<file path="config.mk">
export PLATFORM = sky130hd
export DESIGN_NAME = proc_bus_port_flat
export DESIGN_NICKNAME = d
export VERILOG_FILES = /design/src/rtl/bus_pkg.sv /design/src/rtl/proc_bus_port_if.sv /design/src/rtl/req_fifo.sv /design/src/rtl/proc_bus_port.sv /design/src/flat_wrapper.sv
export SDC_FILE = /design/constraint.sdc
export NUM_CORES = 1
export LEC_CHECK = 0
export BUFFER_PORTS_ARGS = -buffer_cell sky130_fd_sc_hd__buf_2
export CAP_MARGIN = 20
export CELL_PAD_IN_SITES_DETAIL_PLACEMENT = 1
export CELL_PAD_IN_SITES_GLOBAL_PLACEMENT = 1
export CORE_MARGIN = 2
export CORE_UTILIZATION = 35
export DETAILED_ROUTE_END_ITERATION = 8
export PLACE_DENSITY = 0.6
export SYNTH_ARGS = -nofsm -noshare
export SYNTH_HDL_FRONTEND = slang
export SYNTH_SLANG_ARGS = --single-unit
</file>
<file path="constraint.sdc">
create_clock -name clk -period 2.66 [get_ports clk]
set_input_delay 0.133 -clock clk [delete_from_list [all_inputs] [get_ports clk]]
set_output_delay 0.133 -clock clk [all_outputs]
set_load 0.02 [all_outputs]
</file>
<file path="src/rtl/bus_pkg.sv">
// Shared types for the snooping-bus slice: request payload, port FSM states
// and the bus request-type encodings understood by the bus model.
package bus_pkg;

    localparam int BUS_NUM_PROC = 4;
    localparam int BUS_DEST_W   = $clog2(BUS_NUM_PROC) + 1;
    localparam int BUS_ADDR_W   = 64;
    localparam int BUS_BRT_W    = 3;

    typedef logic [BUS_DEST_W-1:0] proc_dest_t;

    typedef struct packed {
        logic [BUS_BRT_W-1:0]  brt;
        logic [BUS_ADDR_W-1:0] addr;
        proc_dest_t            dest;
    } bus_req_t;

    typedef enum logic [1:0] {
        IDLE  = 2'd0,
        ISSUE = 2'd1,
        WAIT  = 2'd2,
        DONE  = 2'd3
    } port_state_t;

    localparam logic [BUS_BRT_W-1:0] BRT_NONE      = 3'd0;
    localparam logic [BUS_BRT_W-1:0] BRT_READ      = 3'd1;
    localparam logic [BUS_BRT_W-1:0] BRT_READX     = 3'd2;
    localparam logic [BUS_BRT_W-1:0] BRT_UPGRADE   = 3'd3;
    localparam logic [BUS_BRT_W-1:0] BRT_WRITEBACK = 3'd4;

endpackage

</file>
<file path="src/rtl/proc_bus_port_if.sv">
// Cache-request, bus and completion signals of one processor's bus port.
// master is the port itself; slave is the cache/bus side driving it.
interface proc_bus_port_if #(
    parameter int ADDR_W = 64,
    parameter int BRT_W  = 3,
    parameter int DEST_W = 3
);
    logic              req_valid;
    logic              req_ready;
    logic [BRT_W-1:0]  req_brt;
    logic [ADDR_W-1:0] req_addr;
    logic [DEST_W-1:0] req_dest;
    logic              bus_request;
    logic [DEST_W-1:0] bus_request_dest;
    logic              bus_avail;
    logic              cmp_valid;
    logic [BRT_W-1:0]  cmp_brt;
    logic [ADDR_W-1:0] cmp_addr;
    logic              cmp_error;

    modport master (
        input  req_valid, req_brt, req_addr, req_dest, bus_avail,
        output req_ready, bus_request, bus_request_dest,
               cmp_valid, cmp_brt, cmp_addr, cmp_error
    );

    modport slave (
        output req_valid, req_brt, req_addr, req_dest, bus_avail,
        input  req_ready, bus_request, bus_request_dest,
               cmp_valid, cmp_brt, cmp_addr, cmp_error
    );

endinterface

</file>
<file path="src/rtl/req_fifo.sv">
// Small synchronous request FIFO with registered occupancy; the head entry is
// visible combinationally so the consumer can inspect it before popping.
module req_fifo
    import bus_pkg::*;
#(
    parameter int  DEPTH = 4,
    parameter type T     = bus_req_t
) (
    input  logic clk,
    input  logic rst_l,
    input  logic push,
    input  T     push_data,
    input  logic pop,
    output T     head,
    output logic full,
    output logic empty
);

    localparam int PTR_W = $clog2(DEPTH);
    localparam int CNT_W = PTR_W + 1;

    T                 mem_r [DEPTH];
    logic [PTR_W-1:0] wr_ptr_r;
    logic [PTR_W-1:0] rd_ptr_r;
    logic [CNT_W-1:0] count_r;
    logic             do_push_s;
    logic             do_pop_s;

    assign full      = (count_r == CNT_W'(DEPTH));
    assign empty     = (count_r == {CNT_W{1'b0}});
    assign do_push_s = push && !full;
    assign do_pop_s  = pop && !empty;
    assign head      = mem_r[rd_ptr_r];

    // Payload storage; contents are meaningless until counted as occupied.
    always_ff @(posedge clk) begin
        if (do_push_s) begin
            mem_r[wr_ptr_r] <= push_data;
        end
    end

    // Pointers wrap naturally at DEPTH; push+pop together hold the count.
    always_ff @(posedge clk) begin
        if (!rst_l) begin
            wr_ptr_r <= {PTR_W{1'b0}};
            rd_ptr_r <= {PTR_W{1'b0}};
            count_r  <= {CNT_W{1'b0}};
        end else begin
            if (do_push_s) begin
                wr_ptr_r <= wr_ptr_r + 1'b1;
            end
            if (do_pop_s) begin
                rd_ptr_r <= rd_ptr_r + 1'b1;
            end
            case ({do_push_s, do_pop_s})
                2'b10:   count_r <= count_r + 1'b1;
                2'b01:   count_r <= count_r - 1'b1;
                default: count_r <= count_r;
            endcase
        end
    end

endmodule

</file>
<file path="src/rtl/proc_bus_port.sv">
// Processor-side bus requester: queues cache transfers, pulses them onto the
// bus one at a time, waits for completion with timeout/retry, reports back.
module proc_bus_port
    import bus_pkg::*;
#(
    parameter int NUM_PROC  = 4,
    parameter int PROC_ID   = 0,
    parameter int DEPTH     = 4,
    parameter int ADDR_W    = 64,
    parameter int BRT_W     = 3,
    parameter int TIMEOUT   = 64,
    parameter int MAX_RETRY = 3
) (
    input  logic            clk,
    input  logic            rst_l,
    proc_bus_port_if.master bif,
    output logic            busy
);

    localparam int DEST_W = $clog2(NUM_PROC) + 1;
    localparam int TMR_W  = $clog2(TIMEOUT) + 1;
    localparam int RTY_W  = $clog2(MAX_RETRY + 1) + 1;

    typedef struct packed {
        logic [BRT_W-1:0]  brt;
        logic [ADDR_W-1:0] addr;
        logic [DEST_W-1:0] dest;
    } req_t;

    req_t              push_data_s;
    req_t              head_s;
    logic              full_s;
    logic              empty_s;
    logic              pop_s;

    port_state_t       state_r;
    logic [TMR_W-1:0]  timer_r;
    logic [RTY_W-1:0]  retry_r;
    logic              bus_request_r;
    logic [DEST_W-1:0] bus_request_dest_r;
    logic              cmp_valid_r;
    logic [BRT_W-1:0]  cmp_brt_r;
    logic [ADDR_W-1:0] cmp_addr_r;
    logic              cmp_error_r;

    // A request to ourselves or to a nonexistent processor can never complete.
    function automatic logic dest_ok(input logic [DEST_W-1:0] d);
        return (d < DEST_W'(NUM_PROC)) && (d != DEST_W'(PROC_ID));
    endfunction

    // Pack the incoming cache request into the FIFO payload.
    always_comb begin
        push_data_s      = '0;
        push_data_s.brt  = bif.req_brt;
        push_data_s.addr = bif.req_addr;
        push_data_s.dest = bif.req_dest;
    end

    assign pop_s = (state_r == DONE);

    req_fifo #(
        .DEPTH (DEPTH),
        .T     (req_t)
    ) u_fifo (
        .clk       (clk),
        .rst_l     (rst_l),
        .push      (bif.req_valid),
        .push_data (push_data_s),
        .pop       (pop_s),
        .head      (head_s),
        .full      (full_s),
        .empty     (empty_s)
    );

    assign bif.req_ready        = !full_s;
    assign bif.bus_request      = bus_request_r;
    assign bif.bus_request_dest = bus_request_dest_r;
    assign bif.cmp_valid        = cmp_valid_r;
    assign bif.cmp_brt          = cmp_brt_r;
    assign bif.cmp_addr         = cmp_addr_r;
    assign bif.cmp_error        = cmp_error_r;
    assign busy                 = (state_r != IDLE) || !empty_s;

    // Port FSM; pulse and completion outputs are loaded on entry to ISSUE/DONE
    // and fall back to zero the following cycle.
    always_ff @(posedge clk) begin
        if (!rst_l) begin
            state_r            <= IDLE;
            timer_r            <= {TMR_W{1'b0}};
            retry_r            <= {RTY_W{1'b0}};
            bus_request_r      <= 1'b0;
            bus_request_dest_r <= {DEST_W{1'b0}};
            cmp_valid_r        <= 1'b0;
            cmp_brt_r          <= {BRT_W{1'b0}};
            cmp_addr_r         <= {ADDR_W{1'b0}};
            cmp_error_r        <= 1'b0;
        end else begin
            bus_request_r      <= 1'b0;
            bus_request_dest_r <= {DEST_W{1'b0}};
            cmp_valid_r        <= 1'b0;
            cmp_brt_r          <= {BRT_W{1'b0}};
            cmp_addr_r         <= {ADDR_W{1'b0}};
            cmp_error_r        <= 1'b0;
            case (state_r)
                IDLE: begin
                    if (!empty_s && dest_ok(head_s.dest)) begin
                        state_r            <= ISSUE;
                        bus_request_r      <= 1'b1;
                        bus_request_dest_r <= head_s.dest;
                    end else if (!empty_s) begin
                        state_r     <= DONE;
                        cmp_valid_r <= 1'b1;
                        cmp_brt_r   <= head_s.brt;
                        cmp_addr_r  <= head_s.addr;
                        cmp_error_r <= 1'b1;
                    end else begin
                        state_r <= IDLE;
                    end
                end
                ISSUE: begin
                    timer_r <= {TMR_W{1'b0}};
                    state_r <= WAIT;
                end
                WAIT: begin
                    if (bif.bus_avail) begin
                        state_r     <= DONE;
                        cmp_valid_r <= 1'b1;
                        cmp_brt_r   <= head_s.brt;
                        cmp_addr_r  <= head_s.addr;
                        cmp_error_r <= 1'b0;
                    end else if (timer_r == TMR_W'(TIMEOUT - 1) &&
                                 retry_r < RTY_W'(MAX_RETRY)) begin
                        retry_r            <= retry_r + 1'b1;
                        state_r            <= ISSUE;
                        bus_request_r      <= 1'b1;
                        bus_request_dest_r <= head_s.dest;
                    end else if (timer_r == TMR_W'(TIMEOUT - 1)) begin
                        state_r     <= DONE;
                        cmp_valid_r <= 1'b1;
                        cmp_brt_r   <= head_s.brt;
                        cmp_addr_r  <= head_s.addr;
                        cmp_error_r <= 1'b1;
                    end else begin
                        timer_r <= timer_r + 1'b1;
                    end
                end
                DONE: begin
                    retry_r <= {RTY_W{1'b0}};
                    state_r <= IDLE;
                end
                default: begin
                    state_r <= IDLE;
                end
            endcase
        end
    end

endmodule
</file>
<file path="src/flat_wrapper.sv">
// flat-port wrapper written by rule: the top's interface ports become plain ports
module proc_bus_port_flat import bus_pkg::*;
#(
    parameter int NUM_PROC  = 4,
    parameter int PROC_ID   = 0,
    parameter int DEPTH     = 4,
    parameter int ADDR_W    = 64,
    parameter int BRT_W     = 3,
    parameter int TIMEOUT   = 64,
    parameter int MAX_RETRY = 3
)
  (clk, rst_l, busy, bif_req_valid, bif_req_brt, bif_req_addr, bif_req_dest, bif_bus_avail, bif_req_ready, bif_bus_request, bif_bus_request_dest, bif_cmp_valid, bif_cmp_brt, bif_cmp_addr, bif_cmp_error);
  proc_bus_port_if #(.ADDR_W(ADDR_W), .BRT_W(BRT_W)) bif_i ();
  input  logic clk;
  input  logic rst_l;
  output logic busy;
  input wire logic [$bits(bif_i.req_valid)-1:0] bif_req_valid;
  input wire logic [$bits(bif_i.req_brt)-1:0] bif_req_brt;
  input wire logic [$bits(bif_i.req_addr)-1:0] bif_req_addr;
  input wire logic [$bits(bif_i.req_dest)-1:0] bif_req_dest;
  input wire logic [$bits(bif_i.bus_avail)-1:0] bif_bus_avail;
  output wire logic [$bits(bif_i.req_ready)-1:0] bif_req_ready;
  output wire logic [$bits(bif_i.bus_request)-1:0] bif_bus_request;
  output wire logic [$bits(bif_i.bus_request_dest)-1:0] bif_bus_request_dest;
  output wire logic [$bits(bif_i.cmp_valid)-1:0] bif_cmp_valid;
  output wire logic [$bits(bif_i.cmp_brt)-1:0] bif_cmp_brt;
  output wire logic [$bits(bif_i.cmp_addr)-1:0] bif_cmp_addr;
  output wire logic [$bits(bif_i.cmp_error)-1:0] bif_cmp_error;
  assign bif_i.req_valid = bif_req_valid;
  assign bif_i.req_brt = bif_req_brt;
  assign bif_i.req_addr = bif_req_addr;
  assign bif_i.req_dest = bif_req_dest;
  assign bif_i.bus_avail = bif_bus_avail;
  assign bif_req_ready = bif_i.req_ready;
  assign bif_bus_request = bif_i.bus_request;
  assign bif_bus_request_dest = bif_i.bus_request_dest;
  assign bif_cmp_valid = bif_i.cmp_valid;
  assign bif_cmp_brt = bif_i.cmp_brt;
  assign bif_cmp_addr = bif_i.cmp_addr;
  assign bif_cmp_error = bif_i.cmp_error;
  proc_bus_port #(.NUM_PROC(NUM_PROC), .PROC_ID(PROC_ID), .DEPTH(DEPTH), .ADDR_W(ADDR_W), .BRT_W(BRT_W), .TIMEOUT(TIMEOUT), .MAX_RETRY(MAX_RETRY)) u_core (.clk(clk), .rst_l(rst_l), .bif(bif_i), .busy(busy));
endmodule
</file>
# Word level (Yosys, flattened, before mapping)
# Memory sizes are Yosys's and may differ from the RTL's. A register that Yosys moved wholly into a read port is not among the register bits.
# Index checks and enable logic that the tools add are counted.
# op_classes
n_addsub	6
n_eq_ne	12
magnitude_cmp	2
reduce_logical	17
n_mux	46
# op_table
operator	n
two-way mux 64 bit	5
case mux 64 bit (2 select lines)	1
two-way mux 3 bit	10
case mux 3 bit (2 select lines)	4
two-way mux 7 bit	3
two-way mux 2 bit	7
case mux 7 bit (2 select lines)	1
two-way mux 1 bit	11
case mux 2 bit (4 select lines)	1
nonzero test 2 bit	4
adder 7 x 1 -> 7 bit, second input constant	1
equality test 7 x 6 -> 1 bit, second input constant	1
adder 3 x 1 -> 3 bit, second input constant	2
equality test 2 bit, second input constant	3
inequality test 2 bit, second input constant	3
case mux 1 bit (2 select lines)	3
logical AND 1 bit	5
adder 2 x 1 -> 2 bit, second input constant	2
equality test 2 x 1 -> 1 bit, second input constant	2
inequality test 4 x 2 -> 1 bit, second input constant	1
AND reduction 4 bit	1
equality test 3 bit, second input constant	1
logical NOT 3 bit	1
less-than comparator 3 x 2 -> 1 bit, second input constant	1
other kinds (8)	9
# totals
mem_count	1
ramBits	280
word_cells	96
inputBits	74
reg_bits	92
# mem_list
name	depth	width	read_ports	rd_clocked_by_memory_dff	wr	line	source
u_core.u_fifo.mem_r	4	70	1	1	1	req_fifo.sv:22	T mem_r [DEPTH];

# Depth between registers and ports, before layout
# depth
ltp_word	5
mapped_depth	9
mapped_depth_nobuf	9

# Modules after synthesis
# Synthesis repeated with hierarchy kept, for this count alone.
# unflattened
cells_unflattened	659
hier_area_um2	13340.3
# modules_own_cells
module	area_per_inst_um2	cells_each	instances	seq_area_each_um2
req_fifo	10669.0	420	1	8588.2
proc_bus_port	2671.3	239	1	1701.6

# Least setup slack after synthesis
# Ideal clock, no wire load.
# synth_timing
kind	flip-flop to flip-flop
startpoint	register u_core.u_fifo.count_r[0]
endpoint	memory u_core.u_fifo.mem_r[0][0] in the netlist's numbering, enable pin
required_ns	2.224
slack_ns	-0.172
t_arrival_ns	2.396
setup_time_ns	0.436
synth_period_minus_slack_ns	2.832
path_stages_with_launch	3
cell_sequence	dfxtp_1 or3b_1 and3_1
# synth_between
elab_chain_cells	5
# synth_lines
element	line	source
start, declared	req_fifo.sv:25	logic [CNT_W-1:0] count_r;
start signal, assigned	req_fifo.sv:47	count_r <= {CNT_W{1'b0}};
start signal, assigned	req_fifo.sv:56	2'b10: count_r <= count_r + 1'b1;
start signal, assigned	req_fifo.sv:57	2'b01: count_r <= count_r - 1'b1;
equality test 3 bit	req_fifo.sv:29	assign full = (count_r == CNT_W'(DEPTH));
logical NOT 1 bit	--	
via bif_req_ready	flat_wrapper.sv:22	output wire logic [$bits(bif_i.req_ready)-1:0] bif_req_ready;
logical AND 1 bit	req_fifo.sv:31	assign do_push_s = push && !full;
two-way mux 1 bit	req_fifo.sv:37	if (do_push_s) begin
two-way mux 1 bit (not written as such)	req_fifo.sv:38	mem_r[wr_ptr_r] <= push_data;
end, declared	req_fifo.sv:22	
# The timed path passes the listed nets, and every way through them passes these cells.

# Worst setup path after layout
# layout_timing
startpoint	register u_core.u_fifo.count_r[2]
endpoint	register u_core.u_fifo.count_r[2]
# layout_between
elab_chain_cells	5
elab_cells_between_ends	12
# layout_lines
element	line	source
equality test 3 bit or logical NOT 3 bit (tied branches)	req_fifo.sv:29, req_fifo.sv:30	
logical NOT 1 bit (on tied branches)	req_fifo.sv:31, req_fifo.sv:32	
logical AND 1 bit (on tied branches)	req_fifo.sv:31, req_fifo.sv:32	
equality test 2 x 1 -> 1 bit or equality test 2 bit (tied branches)	req_fifo.sv:55	case ({do_push_s, do_pop_s})
case mux 3 bit (2 select lines) or nonzero test 2 bit (tied branches)	--	
# Parallel ways exist; a longest one is shown, timed or not.
# A chain may end at the register's enable or synchronous reset.

==> metrics.md <==
| Metric | Value |
|---|---|
| CTS tree | `yes` |
| Status | `complete, no violations` |
| Die Width | `199 µm` |
| Clock skew | `0.0153 ns` |
| Synth cell count leaders | `edfxtp_1, dfxtp_1, mux4_2, a21boi_0, a21boi_1` |
| Synth-to-layout area growth | `26.4%` |
| Nets | `984` |
| Hold slack | `0.0159 ns` |
| Syn_nets | `approximately 740` |
| Dpl ws | `between 0.1 and 0.15 ns` |
| First-pass GRT wire length | `43800 µm` |
| DR WL/cell | `19.6 µm` |
| Crit path max fanout | `6` |
| Synthesized instance count | `657` |
| Synth Cell Area | `13300 µm²` |
| Kind of start point of the critical path | `flop` |
| EDFF count, synth | `280` |
| Leakage | `5.91 nW` |
| Placed Area | `14800 µm²` |
| Leading post-synthesis cells by cell area | `edfxtp_1, dfxtp_1, mux4_2, a21boi_0, a21boi_1` |
| Vias in the first global route | `~7400` |
| Hold Path End | `u_core.timer_r[6]$_SDFFE_PN0P_` |
| DRC | `0` |
| Reg2Reg Setup Slack | `between 0.15 and 0.2 ns` |
| Post-synth top flop | `edfxtp_1` |
| Pin count of the biggest net entering global routing | `51` |
| Internal | `10.4 mW` |
| Layout Cells excl Fill | `1445` |
| Achievable clock frequency | `roughly 0.40 GHz` |
| Total iterations of the first detailed-routing run | `4` |
| Global placement routability congestion | `0.691` |
| Die height | `199 µm` |
| Post-Syn Area per Cell | `20.2 µm²` |
| Worst Hold Depth | `3` |
| Clock group share of total power | `40.8%` |
| Clk sinks | `roughly 370` |
| Switching Power | `2.96 mW` |
| Max-Cap Viols | `0` |
| Layout cells sized above 1 | `between 30% and 40%` |
| PwrDens | `a little under 800 nW/µm²` |
| Fin crit period | `2.48 ns` |
| Final Hold Fails | `0` |
| HP Class | `input pin to flop` |
| Initial drt markers | `216` |
| Antenna violations before repair | `1` |
| FILL cells | `3614` |
| Num CTS Buffers | `between 40 and 50` |
| Final worst slack | `0.185 ns` |
| Htree depth | `2` |
| Ys Warns | `0` |
| Seq cells post-synth | `374` |
| Setup TNS | `0 ns` |
| Worst Setup End Kind | `flop` |
| Register area share after synthesis | `between 70 and 80%` |
| Finished Core Util | `roughly 45%` |
| Critical path required time | `3.10 ns` |
| Distinct cells, synth | `46` |
| Core footprint | `between 30000 and 40000 µm²` |
| Share of the synthesized area in the top cell type | `63.2%` |
| Hold path start | `bif_bus_avail` |
| Slew headroom | `between 50% and 60%` |
| Max clock buf depth | `3` |
| GRT overflow | `0` |
| Most frequent cell after synthesis | `edfxtp_1` |
| Switching Share | `22.1%` |
| Cell area after layout | `about 17000 µm²` |
| End of the worst register-to-register path | `u_core.u_fifo.count_r[2]$_SDFFE_PN0P_` |
| Area leader, netlist | `edfxtp_1` |
| Unrepaired setup endpoints after global routing | `false` |
| Reg2reg start | `u_core.u_fifo.count_r[2]$_SDFFE_PN0P_` |
| Root Buffer | `clkbuf_16` |
| Via count | `6773` |
| Flop pwr share | `roughly half` |
| Worst-skew pair later-pin latency | `between 0.5 and 0.6 ns` |
| Max Slew Vio Count | `0` |
| Die area | `39600 µm²` |
| # port buffers | `148` |
| Max VDD drop | `0.000692 V` |
| Final WL | `28400 µm` |
| Post-CTS setup repair buffer count | `0` |
| Row count | `71` |
| DP HPWL | `16200 µm` |
| Tot Pwr | `13.4 mW` |
| Clk slew on worst S/H paths | `about 0.060 ns` |
| Final worst-path cycle share | `roughly 93%` |
| Number of cells on the worst reg-to-reg path | `9` |
| Initial core utilization | `35.4%` |
| Io pins | `149` |
| Fraction of registers with async set/reset | `0%` |
| Kind of critical path | `flop to flop` |
| Vias per cell | `4.69` |
| Comb power frac | `8.8%` |
| Tot GR Track Use | `14.8%` |
| Post-DRT Antenna Nets | `0` |
| Critical Path AT | `2.92 ns` |
| Slew @ Worst Pin | `around 0.7 ns` |
| Final setup fails | `0` |
| Placed Cells | `1299` |
## layer usage
metal / global-route usage [%] / up-vias / routed length [µm] / share of wire [%]
met2: 24.7 / 156 / 14100 / 50
met1: 19.5 / 3471 / 12300 / 43
met4: 4.62 / 0 / 607 / 2.1
met5: 0 / - / 0 / 0
met3: 2.85 / 43 / 1380 / 4.9
li1: - / 3103 / - / -
## layout make-up
class	count	area (µm²)	share of cell area, %
inverter	9	33.8	0.201
clock inverter	18	166	0.990
antenna	2	5.00	0.0298
timing repair buffer	236	1700	10.1
multi-input combinational	240	2830	16.8
clock buffer	55	1140	6.77
tap	511	639	3.80
sequential	374	10300	61.2
## layout by cell type, fill, tap and decap left out, drive strengths merged, types with 11 or more instances in the layout
master	instances
nor2	14
dfxtp	94
a21boi	67
edfxtp	280
clkbuf	55
buf	165
mux4	70
clkinv	12
dlygate4sd3	71
nand2	11
## cell families (layout without fill, tap and decap cells)
family                     Yosys count  after routing  synth area share, %
buffers and inverters               43            318                 1.60
DFF                                374            374                 77.4
xor gates and xnor gates             9              9                0.593
muxes                               71             71                 11.9
adders and majority gates            8              8                0.809
other                                0              2                    0
AOI/OAI and AO/OA                   91             91                 5.22
and+or+nand+nor                     61             61                 2.47
## worst max path at each step
stage                                                from                                    end  slack, ns  cells past startpoint
CTS                 u_core.u_fifo.count_r[2]$_SDFFE_PN0P_  u_core.u_fifo.count_r[2]$_SDFFE_PN0P_       0.12                      9
detailed placement  u_core.u_fifo.count_r[2]$_SDFFE_PN0P_  u_core.u_fifo.count_r[2]$_SDFFE_PN0P_       0.13                      9
finish              u_core.u_fifo.count_r[2]$_SDFFE_PN0P_  u_core.u_fifo.count_r[2]$_SDFFE_PN0P_       0.18                      9
global route        u_core.u_fifo.count_r[2]$_SDFFE_PN0P_  u_core.u_fifo.count_r[2]$_SDFFE_PN0P_      0.009                      9
global placement    u_core.u_fifo.count_r[2]$_SDFFE_PN0P_  u_core.u_fifo.count_r[2]$_SDFFE_PN0P_       0.21                      9
floorplan           u_core.u_fifo.count_r[0]$_SDFFE_PN0P_  u_core.u_fifo.count_r[2]$_SDFFE_PN0P_       0.23                      9
## power groups by stage
stage	clock, mW	combinational, mW	sequential (mW)
finish	5.45	1.18	6.74
global placement	0	1.11	6.86
floorplan	0	0.509	6.99
CTS	5.62	1.21	6.74
global route	5.83	1.29	6.77
detailed placement	0	1.12	6.87
## critical path, cell delays in order (launching register included)
cell and delay [ns]:
dfxtp_1 0.38, or3b_4 0.44, and2_1 0.21, inv_1 0.08, ha_1 0.19, inv_1 0.07, fa_1 0.43, xor2_1 0.16
or3_1 0.31, a21oi_1 0.14
## registers in the layout, indices dropped and copies added (netlist names), 2 cells and up, named ones only
name	count
u_core.bif.cmp_addr	64
u_core.u_fifo.count_r	3
u_core.retry_r	3
u_core.bif.bus_request_dest	3
u_core.u_fifo.mem_r	280
u_core.u_fifo.rd_ptr_r	2
u_core.u_fifo.wr_ptr_r	2
u_core.timer_r	7
u_core.state_r	2
u_core.bif.cmp_brt	3
## what timing repair did
item / CTS / global route
hold buffers: 71 / 0
endpoints found under the setup margin: 0 / 1
endpoints found under the hold margin: 286 / 0
gates resized for setup: 0 / 1
(Power assumes the default switching activity.)
